$ cat src/rtl/instruction_fetch.sv
// ---------------------------------------------------------------------------
// instruction_fetch
//
// RV32 instruction fetch stage sitting directly in front of the decoder.
// Holds the program counter, issues one word request at a time to
// instruction memory, captures the returned word together with its PC and
// hands it to decode over a valid/ready handshake. Redirects from execute
// (taken branches and jumps) reload the PC and squash whatever instruction
// is in flight or being held.
//
// Parameters
//   RESET_PC    PC loaded on reset (bits [1:0] must be zero)
//   NOP_INSTR   word shown on instr while nothing is held (addi x0,x0,0)
//
// Ports
//   clk             in   rising-edge clock
//   reset           in   synchronous, active-high reset
//   imem_req        out  one-cycle request pulse to instruction memory
//   imem_addr       out  word-aligned fetch address (always the current pc)
//   imem_rvalid     in   memory response strobe, at least one cycle after req
//   imem_rdata      in   instruction word, valid with imem_rvalid
//   redirect_valid  in   load a new PC from execute
//   redirect_pc     in   redirect target; bits [1:0] are forced to zero
//   instr_valid     out  instr/instr_pc hold an instruction for decode
//   instr           out  instruction word for the decoder
//   instr_pc        out  address of instr
//   instr_ready     in   decode accepts the held instruction this cycle
// ---------------------------------------------------------------------------
module instruction_fetch #(
  parameter logic [31:0] RESET_PC  = 32'h0000_0000,
  parameter logic [31:0] NOP_INSTR = 32'h0000_0013
) (
  input  logic        clk,
  input  logic        reset,
  output logic        imem_req,
  output logic [31:0] imem_addr,
  input  logic        imem_rvalid,
  input  logic [31:0] imem_rdata,
  input  logic        redirect_valid,
  input  logic [31:0] redirect_pc,
  output logic        instr_valid,
  output logic [31:0] instr,
  output logic [31:0] instr_pc,
  input  logic        instr_ready
);

  // REQ   : request is on the bus this cycle
  // WAIT  : one live request outstanding, waiting for its response
  // HOLD  : instruction captured and presented to decode
  // FLUSH : one squashed request outstanding; its response must be swallowed
  typedef enum logic [1:0] {
    REQ   = 2'd0,
    WAIT  = 2'd1,
    HOLD  = 2'd2,
    FLUSH = 2'd3
  } state_t;

  state_t      state, state_n;
  logic [31:0] pc, pc_n;
  logic [31:0] instr_n;
  logic [31:0] instr_pc_n;
  logic        instr_valid_n;
  logic [31:0] redirect_target;

  // Targets are always word aligned; the low bits from execute are dropped.
  assign redirect_target = redirect_pc & 32'hFFFF_FFFC;

  // The request is a pure decode of the state so that it is exactly one
  // cycle long per visit to REQ and is suppressed while reset is held.
  assign imem_req  = (state == REQ) & ~reset;
  assign imem_addr = pc;

  // State and datapath registers.
  always_ff @(posedge clk) begin
    if (reset) begin
      state       <= REQ;
      pc          <= RESET_PC;
      instr_valid <= 1'b0;
      instr       <= NOP_INSTR;
      instr_pc    <= 32'h0000_0000;
    end else begin
      state       <= state_n;
      pc          <= pc_n;
      instr_valid <= instr_valid_n;
      instr       <= instr_n;
      instr_pc    <= instr_pc_n;
    end
  end

  // Next-state and next-datapath logic. Every register holds by default.
  // A response arriving in REQ or HOLD would be a memory protocol error;
  // those states simply never look at imem_rvalid.
  always_comb begin
    state_n       = state;
    pc_n          = pc;
    instr_n       = instr;
    instr_pc_n    = instr_pc;
    instr_valid_n = instr_valid;

    case (state)
      REQ: begin
        if (redirect_valid) begin
          // The request already on the bus fetches the wrong address; it
          // still gets a response, which FLUSH will throw away.
          pc_n    = redirect_target;
          state_n = FLUSH;
        end else begin
          state_n = WAIT;
        end
      end

      WAIT: begin
        if (redirect_valid) begin
          pc_n = redirect_target;
          // If the response is here now it is simply dropped and the
          // target can be requested straight away; otherwise it is still
          // in flight and must be drained first.
          state_n = imem_rvalid ? REQ : FLUSH;
        end else if (imem_rvalid) begin
          instr_n       = imem_rdata;
          instr_pc_n    = pc;
          instr_valid_n = 1'b1;
          state_n       = HOLD;
        end
      end

      FLUSH: begin
        if (redirect_valid) begin
          pc_n = redirect_target;
        end
        if (imem_rvalid) begin
          state_n = REQ;
        end
      end

      HOLD: begin
        // A redirect squashes the held instruction even if decode is
        // accepting it in the same cycle.
        if (redirect_valid) begin
          instr_valid_n = 1'b0;
          instr_n       = NOP_INSTR;
          pc_n          = redirect_target;
          state_n       = REQ;
        end else if (instr_ready) begin
          instr_valid_n = 1'b0;
          instr_n       = NOP_INSTR;
          pc_n          = pc + 32'd4;
          state_n       = REQ;
        end
      end

      default: begin
        state_n = REQ;
      end
    endcase
  end

endmodule
$ cat config.mk
export PLATFORM = sky130hd
export DESIGN_NAME = instruction_fetch
export DESIGN_NICKNAME = d
export VERILOG_FILES = /design/src/rtl/instruction_fetch.sv
export SDC_FILE = /design/constraint.sdc
export NUM_CORES = 1
export LEC_CHECK = 0
export ABC_AREA = 0
export CAP_MARGIN = 20
export CORE_MARGIN = 5
export CORE_UTILIZATION = 40
export CTS_BUF_LIST = sky130_fd_sc_hd__clkbuf_4
export DETAILED_ROUTE_END_ITERATION = 10
export GPL_TIMING_DRIVEN = 0
export HOLD_SLACK_MARGIN = 0.02
export PLACE_DENSITY_LB_ADDON = 0.25
export SETUP_SLACK_MARGIN = 0.1
export SLEW_MARGIN = 40
export SYNTH_ARGS = -nofsm -noshare
export SYNTH_HDL_FRONTEND = slang
export SYNTH_SLANG_ARGS = --single-unit
$ cat constraint.sdc
create_clock -name clk -period 1.6 [get_ports clk]
set_input_delay 0.32 -clock clk [delete_from_list [all_inputs] [get_ports clk]]
set_output_delay 0.32 -clock clk [all_outputs]
set_load 0.01 [all_outputs]
# [Word level (Yosys, flattened, before mapping)]
# Cells that the tools add are included.
[totals] reg_bits=99 input_bits=69 out_inout_bits=98 elab_cells=47
[op_classes] addsub=1 eq_ne=9 n_mux=22 bitwise_logic=3 n_reduce_logical=7
[op_table] operator="32-bit 2-to-1 mux" count=7
[op_table] operator="32-bit case mux with 2 select lines" count=2
[op_table] operator="32-bit by 3-bit adder with 32-bit output (second input constant)" count=1
[op_table] operator="2-bit 2-to-1 mux" count=7
[op_table] operator="2-bit case mux with 4 select lines" count=1
[op_table] operator="2-bit != test (second input constant)" count=3
[op_table] operator="3-bit != test (second input constant)" count=2
[op_table] operator="3-bit AND reduction" count=2
[op_table] operator="2-bit equality test (second input constant)" count=2
[op_table] operator="1-bit 2-to-1 mux" count=4
[op_table] operator="4-bit AND reduction" count=1
[op_table] operator="3-bit OR reduction" count=1
[op_table] operator="2-bit by 1-bit equality test with 1-bit output (second input constant)" count=1
[op_table] operator="2-bit logical NOT" count=1
[op_table] operator="2-bit by 1-bit != test with 1-bit output (second input constant)" count=1
[op_table] operator="1-bit inverter" count=2
[op_table] operator="1-bit case mux with 2 select lines" count=1
[op_table] operator="2-bit AND reduction" count=1
[op_table] operator="2-bit nonzero test" count=1
[op_table] operator="1-bit bitwise AND" count=1

# [Longest topological paths before layout]
# Gate-level depths: netlist of the first run.
[logic_depth] ltp_word=4 depth_mapped=8 depth_no_buf=6

# [Worst setup path before layout of the first run]
# Ideal clock, no wire load.
[synth_path] path_type="reg-to-reg" start="register pc[2] (netlist: imem_addr[2])" end="register pc[26] (netlist: imem_addr[26])" setup_time_ns=0.132 arrival_ns=1.686 t_required_ns=1.468 slack_ns=-0.219 path_stages_with_launch=8 path_buffers=1 period_less_slack_ns=1.819 path_cell_list="dfxtp_1 > ha_1 > nand4_1 > or2_1 > buf_6 > o31a_1 > o21ai_0 > a21oi_1"
[synth_between] elab_chain_len=4
[synth_rtl] element="start, declared" line="59" rtl="logic [31:0] pc, pc_n;"
[synth_rtl] element="start signal, assigned" line="83" rtl="pc <= pc_n;"
[synth_rtl] element="32-bit by 3-bit adder with 32-bit output" line="147" rtl="pc_n = pc + 32'd4;"
[synth_rtl] element="32-bit 2-to-1 mux" line="144" rtl="end else if (instr_ready) begin"
[synth_rtl] element="32-bit 2-to-1 mux" line="139" rtl="if (redirect_valid) begin"
[synth_rtl] element="32-bit case mux with 2 select lines" line="100" rtl="case (state)"
# No other way between the ends. The select of a mux whose other input is x is not followed.
# A chain may end at the register's enable or synchronous reset.

# [Final worst setup path of the first run]
[layout_path] start="register pc[2] (netlist: imem_addr[2])" end="register pc[22] (netlist: imem_addr[22])"
# The elaborated chain is that of the path after synthesis.

==> flow_metrics.tcl, run 1 <==
set metrics [dict create \
    syn_inst 492 \
    powerDensity_nw_per_um2 696 \
    hp-class "input pin to flop" \
    stdcell_area_um2 8050 \
    post-dp-hpwl_um 10100 \
    power_mw 5.60 \
    arrival_ns 2.19 \
    slew_viol_final 0 \
    cp_slowest_cell "dfxtp_4" \
    numCtsBuffers 9 \
    finalClockSkew_ns 0.0229 \
    place_area_um2 6020 \
    final_layout_size_suffix_gt1_share_pct 47.2 \
    gp_congestion 0.862 \
    worst-path-buf-inv 2 \
    fin_ws_ns -0.241 \
    path_cells "ha_4, nand4_1, or2_1, buf_6, buf_6, nor3_4, a311oi_2, a2111oi_2" \
    cp_top_family "simple AND/OR/NAND/NOR gates" \
    core.rowCount 37 \
    clk_pin_slew_ns 0.15 \
    setup_viol 32 \
    syn-cell-area_um2 4150 \
    async_flop_share_pct 0 \
    synth-seq-area-share_pct 45.8 \
    relSlewSlack_pct 50.5 \
    period_minus_slack_ns 1.84 \
    vias_per_cell 5.59 \
    cts_num_sinks 95 \
    fmax_ghz 0.543 \
    fp.dieW_um 112 \
    worst_path_most_repeated_cell "buf_6" \
    grt_start_max_net_pins 16 \
    period_share_pct 115 \
    crit_path_end_kind "flop" \
    totalWireLength_um 18300 \
    cts_root_buf "clkbuf_4" \
    htree_num_levels 3 \
    yosys_warnings 0 \
    die_h_um 112 \
    wl_per_cell_um 20.8 \
    firstDrtPassIters 5 \
    antenna_cells 0 \
    cp.required_ns 1.95 \
    drt_iter0_drc 297 \
    worstMarginPinSlew_ns 0.742 \
    rsz0062_at_grt "true" \
    track_usage_pct 23.7 \
    post-route-drc-count 0 \
    cts_buffer_depth 2 \
    grt_pass1_vias 4730 \
    drv_cap 0 \
    holdBufCountCts 0 \
    grt_pass1_wl_um 24100 \
    synth_edf_count 0 \
    cts_tree "built" \
    grt_antenna_before_repair 0 \
    violations "setup timing" \
    cp_max_fo 6 \
    ir_worst_vdd_v 0.000446 \
    ys_ff_latch 95 \
    synth_ff_type "dfxtp_1" \
    clock_latency_ns 0.44 \
    io_pins 167 \
    grt_overflow 0 \
    core-area_um2 10200 \
    worstSetupPathType "flop to flop" \
    ys_types 55 \
    vias 4913 \
    crit_path_start_kind "flop" \
    outcome "finished, violations left" \
    antenna_left 0 \
    synth_area_per_cell_um2 8.44 \
    slowest_delay_ns 0.39 \
    final-hold-violation-count 0 \
    dieArea_um2 12500 \
    syn_to_final_growth_pct 93.9 \
    place.port_buffers 157 \
    initial_core_util_pct 40.6 \
    layout.nets 810 \
    p_leak_nw 3.41 \
]
-- cells by family after synthesis --
kind of cell / after synthesis / synth area share (%)
buffers and inverters: 50 / 5.39
AND/OR/NAND/NOR: 204 / 24.4
AO/OA/AOI/OAI: 123 / 20.0
adder cells (fa/ha/maj): 1 / 0.301
flip-flops: 95 / 45.8
XOR/XNOR: 14 / 2.95
multiplexers: 4 / 0.995
other: 1 / 0.0903
-- cells in the final DEF (no fill, tap or decap), drive strengths merged, types with 4 or more instances in the layout --
cell type,instances
a2111oi,5
a211oi,13
a21oi,45
a22oi,30
a311oi,10
and3,4
buf,101
clkbuf,41
clkdlybuf4s50,63
conb,4
dfxtp,95
dlygate4sd2,79
inv,8
nand2,82
nand2b,5
nand3,11
nand4,6
nor2,63
nor3,10
nor4,5
o21ai,4
o21bai,4
or3,5
xnor2,7
xor2,7
-- worst min-delay path, stage by stage --
cell,delay [ns]
clkbuf_8,0.15
nor2_4,0.08
a21oi_1,0.14
nor2_1,0.04
-- metrics by stage --
stage               std cells  util (%)  hold WS (ns)  setup TNS, ns  setup WS (ns)
CTS                       851      67.7         0.236         -0.502         -0.101
finish                    879      78.7         0.317          -2.75         -0.241
global placement          788      58.9         0.443         -38.49         -0.798
detailed placement        788      58.9         0.447         -41.61         -0.767
global route              879      78.7         0.290          -5.91         -0.281
floorplan                 495         -         0.424        -0.0598        -0.0157
-- sequential cells by signal, indices dropped and copies added (netlist names) --
| signal | count |
|---|---|
| instr | 32 |
| instr_pc | 30 |
| instr_valid | 1 |
| imem_addr | 30 |
| state | 2 |
-- power by group --
part | leakage, nW | switching (mW) | internal [mW]
Sequential | 0.801 | 0.128 | 2.46
Combinational | 2.52 | 0.667 | 0.739
Clock | 0.0929 | 0.816 | 0.795
Total | 3.41 | 1.61 | 3.99
-- what timing repair did --
item | CTS | global route
endpoints found under the setup margin | 184 | 105
pin swaps | 39 | 100
setup buffers | 48 | 21
gates cloned | 1 | 10
resized for setup | 238 | 247
-- cell type report --
type | instances | area (µm²)
buffer | 42 | 433
sequential | 95 | 2030
fill | 652 | 2180
inverter | 7 | 26.3
timing repair buffer | 235 | 2250
multi-input combinational | 350 | 2970
clock inverter | 4 | 96.3
tap | 136 | 170
clock buffer | 10 | 75.1
-- synth_stat cells (all sizes together) (3+ instances only) --
cell / count / share of area [%]
buf: 15 / 2.2
o21bai: 4 / 0.72
clkbuf: 28 / 2.5
nor2: 63 / 5.7
mux2i: 3 / 0.72
xor2: 7 / 1.5
nor4: 5 / 1.8
or2: 3 / 0.45
nand2: 82 / 7.4
xnor2: 7 / 1.5
or3: 5 / 0.87
nand4: 6 / 1.1
o22ai: 3 / 0.45
a2111oi: 5 / 1.2
a21oi: 45 / 5.4
o21ai: 4 / 0.48
nand3: 11 / 1.6
a311oi: 10 / 2.1
a22oi: 30 / 5.4
nand2b: 5 / 0.75
and3: 4 / 0.63
nor3: 10 / 1.7
a211oi: 13 / 2.6
inv: 7 / 0.63
dfxtp: 95 / 46
-- worst paths after layout --
kind                       start            end  slack, ns  cells after the start
hold / removal    redirect_valid   imem_addr[3]       0.32                      4
setup reg to reg    imem_addr[2]  imem_addr[22]      -0.24                      8
hold reg to reg     instr_pc[16]   instr_pc[16]       0.47                      2
setup / recovery    imem_addr[2]  imem_addr[22]      -0.24                      8
-- layer usage --
| layer | vias to the layer above | GRT usage, % | share of wire (%) |
|---|---|---|---|
| li1 | 2217 | - | - |
| met1 | 2331 | 26.6 | 36 |
| met2 | 284 | 40.9 | 50 |
| met3 | 81 | 7.88 | 9.3 |
| met4 | 0 | 10.1 | 4.8 |
| met5 | - | 0 | 0 |
(Power assumes the default switching activity.)
==> run 2, diff against run 1 <==
--- a/config.mk
+++ b/config.mk
@@ -8,7 +8,7 @@
 export ABC_AREA = 0
 export CAP_MARGIN = 20
 export CORE_MARGIN = 5
-export CORE_UTILIZATION = 40
+export CORE_UTILIZATION = 45
 export CTS_BUF_LIST = sky130_fd_sc_hd__clkbuf_4
 export DETAILED_ROUTE_END_ITERATION = 10
 export GPL_TIMING_DRIVEN = 0
==> constraint.sdc (replaced) <==
create_clock -name clk -period 2 [get_ports clk]
set_input_delay 0.4 -clock clk [delete_from_list [all_inputs] [get_ports clk]]
set_output_delay 0.4 -clock clk [all_outputs]
set_load 0.01 [all_outputs]
==> flow_metrics.tcl, run 2 (synthesized netlist as in run 1, its figures left out) <==
set metrics [dict create \
    dieArea_um2 11200 \
    fmax_ghz 0.539 \
    finalClockSkew_ns 0.00679 \
    arrival_ns 1.46 \
    final-hold-violation-count 0 \
    fin_ws_ns 0.144 \
    grt_pass1_wl_um 21100 \
    slowest_delay_ns 0.57 \
    slew_viol_final 0 \
    syn_to_final_growth_pct 48.9 \
    fillers 781 \
    grt_pass1_vias 4265 \
    post-dp-hpwl_um 9880 \
    track_usage_pct 23.1 \
    cts_tree "built" \
    holdBufCountCts 0 \
    fp.dieW_um 106 \
    multiInputGateArea_um2 2080 \
    totalWireLength_um 13200 \
    setup_viol 0 \
    final_common_cell "clkdlybuf4s50_1" \
    grt_overflow 0 \
    core-area_um2 9110 \
    drv_cap 0 \
    rsz0062_at_grt "true" \
    grt_start_max_net_pins 16 \
    cp.required_ns 1.60 \
    ir_worst_vdd_v 0.000375 \
    die_h_um 106 \
    pre_cts_slack_ns -0.616 \
    mostFrequentLayoutCells "clkdlybuf4s50_1, nand2_1, dfxtp_1, nor2_1, a21oi_1" \
    postLayoutCoreUtil_pct 67.9 \
    layout.nets 742 \
    power_mw 3.82 \
    final_layout_size_suffix_gt1_share_pct 14.5 \
    period_minus_slack_ns 1.86 \
    post-route-drc-count 0 \
    place.port_buffers 157 \
    cts_buffer_depth 2 \
    vias 4305 \
    worstSetupPathType "flop to output port" \
    crit_path_end_kind "output port" \
    antenna_cells 0 \
    clock_latency_ns 0.44 \
    relSlewSlack_pct 60.9 \
    cp_slowest_cell "clkdlybuf4s50_1" \
    core.rowCount 35 \
    htree_num_levels 3 \
    largest_reg_flops 32 \
    gp_congestion 0.881 \
    crit_path_start_kind "flop" \
    outcome "finished clean" \
    path_cells "clkdlybuf4s50_1" \
    numCtsBuffers 9 \
    worstMarginPinSlew_ns 0.587 \
    period_share_pct 92.8 \
    io_pins 167 \
    regMostFlops "instr" \
    vias_per_cell 5.46 \
    grt_antenna_before_repair 0 \
    antenna_left 0 \
    cts_root_buf "clkbuf_4" \
    drt_iter0_drc 281 \
    p_leak_nw 2.21 \
    wl_per_cell_um 16.8 \
    cp_max_fo 6 \
    cp_top_family "buffers and inverters" \
    regArea_um2 1950 \
    initial_core_util_pct 45.6 \
    clk_pin_slew_ns 0.14 \
    firstDrtPassIters 5 \
    cts_num_sinks 95 \
    worst-path-buf-inv 1 \
    hp-class "input pin to flop" \
    powerDensity_nw_per_um2 618 \
]
run 2: cell types whose count changed in the layout (fill, tap and decap cells not counted), moves of 23 or more:
cell | before | now
clkdlybuf4s50_1 | 63 | 156
dlygate4sd2_1 | 79 | 0
buf_4 | 58 | 14
nand2_1 | 38 | 81
nand2_4 | 35 | 0
a21oi_1 | 11 | 45
a21oi_2 | 33 | 0
a22oi_1 | 1 | 30
a22oi_2 | 29 | 0
dfxtp_4 | 28 | 5
run 2: repair_timing:
action	in CTS	in global routing
gates resized for setup	29	41
pin swaps	1	5
buffers inserted	3	6
gates cloned	0	0
endpoints found under the setup margin	36	77
run 2: worst paths after layout:
path / start / end / slack (ns) / depth (start not counted)
max: imem_addr[30] / imem_addr[30] / 0.14 / 1
min: reset / imem_addr[8] / 0.34 / 3
max reg2reg: imem_addr[19] / imem_addr[31] / 0.17 / 6
min reg2reg: instr_pc[5] / instr_pc[5] / 0.46 / 2
run 2: stage by stage:
stage	setup TNS, ns	cells	cell area [µm²]	hold slack [ns]
2_1_floorplan	0	495	4160	0.481
4_1_cts	0	782	6080	0.328
6_report	0	788	6180	0.337
3_3_place_gp	-12.41	763	5870	0.442
5_1_grt	0	788	6180	0.337
3_5_place_dp	-14.63	763	5870	0.445
run 2: per-layer routing:
metal / vias up / wire, µm / track usage (%) / share of wire [%]
li1: 2087 / - / - / -
met1: 2025 / 5110 / 25.9 / 39
met2: 171 / 6590 / 41.4 / 50
met3: 22 / 1290 / 7.59 / 9.8
met4: 0 / 241 / 7.22 / 1.8
met5: - / 0 / 0 / 0
run 2: layout make-up:
class | count | share of cell area (%)
clock buffer | 10 | 1.21
tap | 111 | 2.25
buffer | 43 | 3.50
clock inverter | 6 | 0.992
sequential | 95 | 31.5
multi-input combinational | 350 | 33.7
timing repair buffer | 166 | 26.4
inverter | 7 | 0.425
run 2: power breakdown:
| group | internal, mW | switching [mW] |
|---|---|---|
| Combinational | 0.373 | 0.330 |
| Sequential | 1.98 | 0.0978 |
| Clock | 0.389 | 0.653 |
| Total | 2.74 | 1.08 |
==> run 3, diff against run 2 <==
--- a/config.mk
+++ b/config.mk
@@ -13,8 +13,9 @@
 export DETAILED_ROUTE_END_ITERATION = 10
 export GPL_TIMING_DRIVEN = 0
 export HOLD_SLACK_MARGIN = 0.02
-export PLACE_DENSITY_LB_ADDON = 0.25
+export PLACE_DENSITY = 0.85
 export SETUP_SLACK_MARGIN = 0.1
+export SKIP_CTS_REPAIR_TIMING = 1
 export SLEW_MARGIN = 40
 export SYNTH_ARGS = -nofsm -noshare
 export SYNTH_HDL_FRONTEND = slang
==> flow_metrics.tcl, run 3 (synthesized netlist as in run 1, its figures left out) <==
set metrics [dict create \
    outcome "finished clean" \
    r2r_end "imem_addr[22]" \
    rsz0062_at_grt "true" \
    fin_cells 794 \
    cp.required_ns 2.33 \
    wl_per_cell_um 17.6 \
    power_mw 3.97 \
    final_layout_size_suffix_gt1_share_pct 15.2 \
    gp_congestion 0.905 \
    period_share_pct 96.1 \
    vias 4362 \
    worstSetupPathType "flop to flop" \
    r2r-start "imem_addr[2]" \
    stdcell_area_um2 6300 \
    htree_num_levels 3 \
    arrival_ns 2.25 \
    post-route-drc-count 0 \
    postLayoutCoreUtil_pct 69.1 \
    post-dp-hpwl_um 10200 \
    firstDrtPassIters 7 \
    antenna_left 0 \
    hold_path_end "imem_addr[7]" \
    min_path_cells 3 \
    grt_pass1_wl_um 21100 \
    p_leak_nw 2.32 \
    vias_per_cell 5.49 \
    drt_iter0_drc 253 \
    hp-class "input pin to flop" \
    cp_max_fo 6 \
    r2r_cells 7 \
    die_h_um 106 \
    grt_start_max_net_pins 16 \
    min_from "reset" \
    cp_slowest_cell "dfxtp_4" \
    layout.nets 747 \
    fin_ws_ns 0.0772 \
    dp.cells 763 \
    period_minus_slack_ns 1.92 \
    powerDensity_nw_per_um2 631 \
    dieArea_um2 11200 \
    fmax_ghz 0.520 \
    core.rowCount 35 \
    fin_tns_setup_ns 0 \
    crit_path_start_kind "flop" \
    relSlewSlack_pct 59.5 \
    grt_overflow 0 \
    slew_viol_final 0 \
    crit_start "imem_addr[2]" \
    slowest_delay_ns 0.42 \
    grt_pass1_vias 4346 \
    path_cells "ha_4, nand4_1, or2_1, buf_6, nor3_4, a311oi_2, a2111oi_2" \
    regMostFlops "instr" \
    initial_core_util_pct 45.6 \
    final_common_cell "clkdlybuf4s50_1" \
    regToRegSetupSlack_ns 0.08 \
    place_area_um2 5870 \
    final-hold-violation-count 0 \
    totalWireLength_um 14000 \
    clock_latency_ns 0.43 \
    ir_worst_vdd_v 0.000455 \
    core-area_um2 9110 \
    numCtsBuffers 9 \
    setup_viol 0 \
    crit_path_end_kind "flop" \
    cts_num_sinks 95 \
    track_usage_pct 23.2 \
    place.port_buffers 157 \
    worstMarginPinSlew_ns 0.607 \
    pre_cts_slack_ns -0.680 \
    io_pins 167 \
    grt_antenna_before_repair 1 \
    largest_reg_flops 32 \
    whs_ns 0.459 \
    cts_buffer_depth 2 \
    cts_tree "built" \
    cts_root_buf "clkbuf_4" \
    fp.dieW_um 106 \
    mostFrequentLayoutCells "clkdlybuf4s50_1, nand2_1, dfxtp_1, nor2_1, a21oi_1" \
    worst-path-buf-inv 1 \
    finalClockSkew_ns 0.0144 \
    drv_cap 0 \
    clk_pin_slew_ns 0.15 \
    syn_to_final_growth_pct 51.7 \
    cp_top_family "simple AND/OR/NAND/NOR gates" \
]
-- run 3: cell count changes in the layout (fill, tap and decap cells not counted), sizes merged --
cell,change
clkinvlp,-2
clkinv,+1
dlymetal6s2s,+2
clkdlybuf4s50,-1
bufinv,+1
buf,+4
diode,+1
-- run 3: report_power, final --
part | internal, mW | switching [mW]
Clock | 0.518 | 0.654
Sequential | 1.98 | 0.0989
Combinational | 0.380 | 0.342
-- run 3: tightest hold or removal path: stages --
cell and delay, ns:
buf_1 0.24, o21bai_1 0.16, a311oi_1 0.05
-- run 3: worst max-delay path by stage --
stage | to | slack [ns] | cells past startpoint
after floorplan | imem_addr[26] | 0.18 | 7
after global placement | imem_req | -0.68 | 5
after detailed placement | imem_req | -0.68 | 5
after CTS | imem_req | -0.70 | 5
after global routing | imem_addr[22] | -0.07 | 7
final | imem_addr[22] | 0.08 | 7
-- run 3: area by class of cell --
type / count / area [µm²]
plain buffers: 43 / 221
repair buffers: 171 / 1690
flip-flops and latches: 95 / 1940
multi-input cells: 350 / 2120
diodes: 1 / 2.50
clock inverters: 6 / 85.1
fillers: 727 / 2810
clock buffers: 10 / 75.1
well taps: 111 / 139
inverters: 7 / 26.3
-- run 3: layer usage --
| metal | track usage [%] | share of wire, % | vias up |
|---|---|---|---|
| li1 | - | - | 2091 |
| met1 | 25.9 | 39 | 2047 |
| met2 | 41.4 | 50 | 190 |
| met3 | 7.83 | 9.1 | 34 |
| met4 | 7.59 | 2.0 | 0 |
| met5 | 0 | 0 | - |
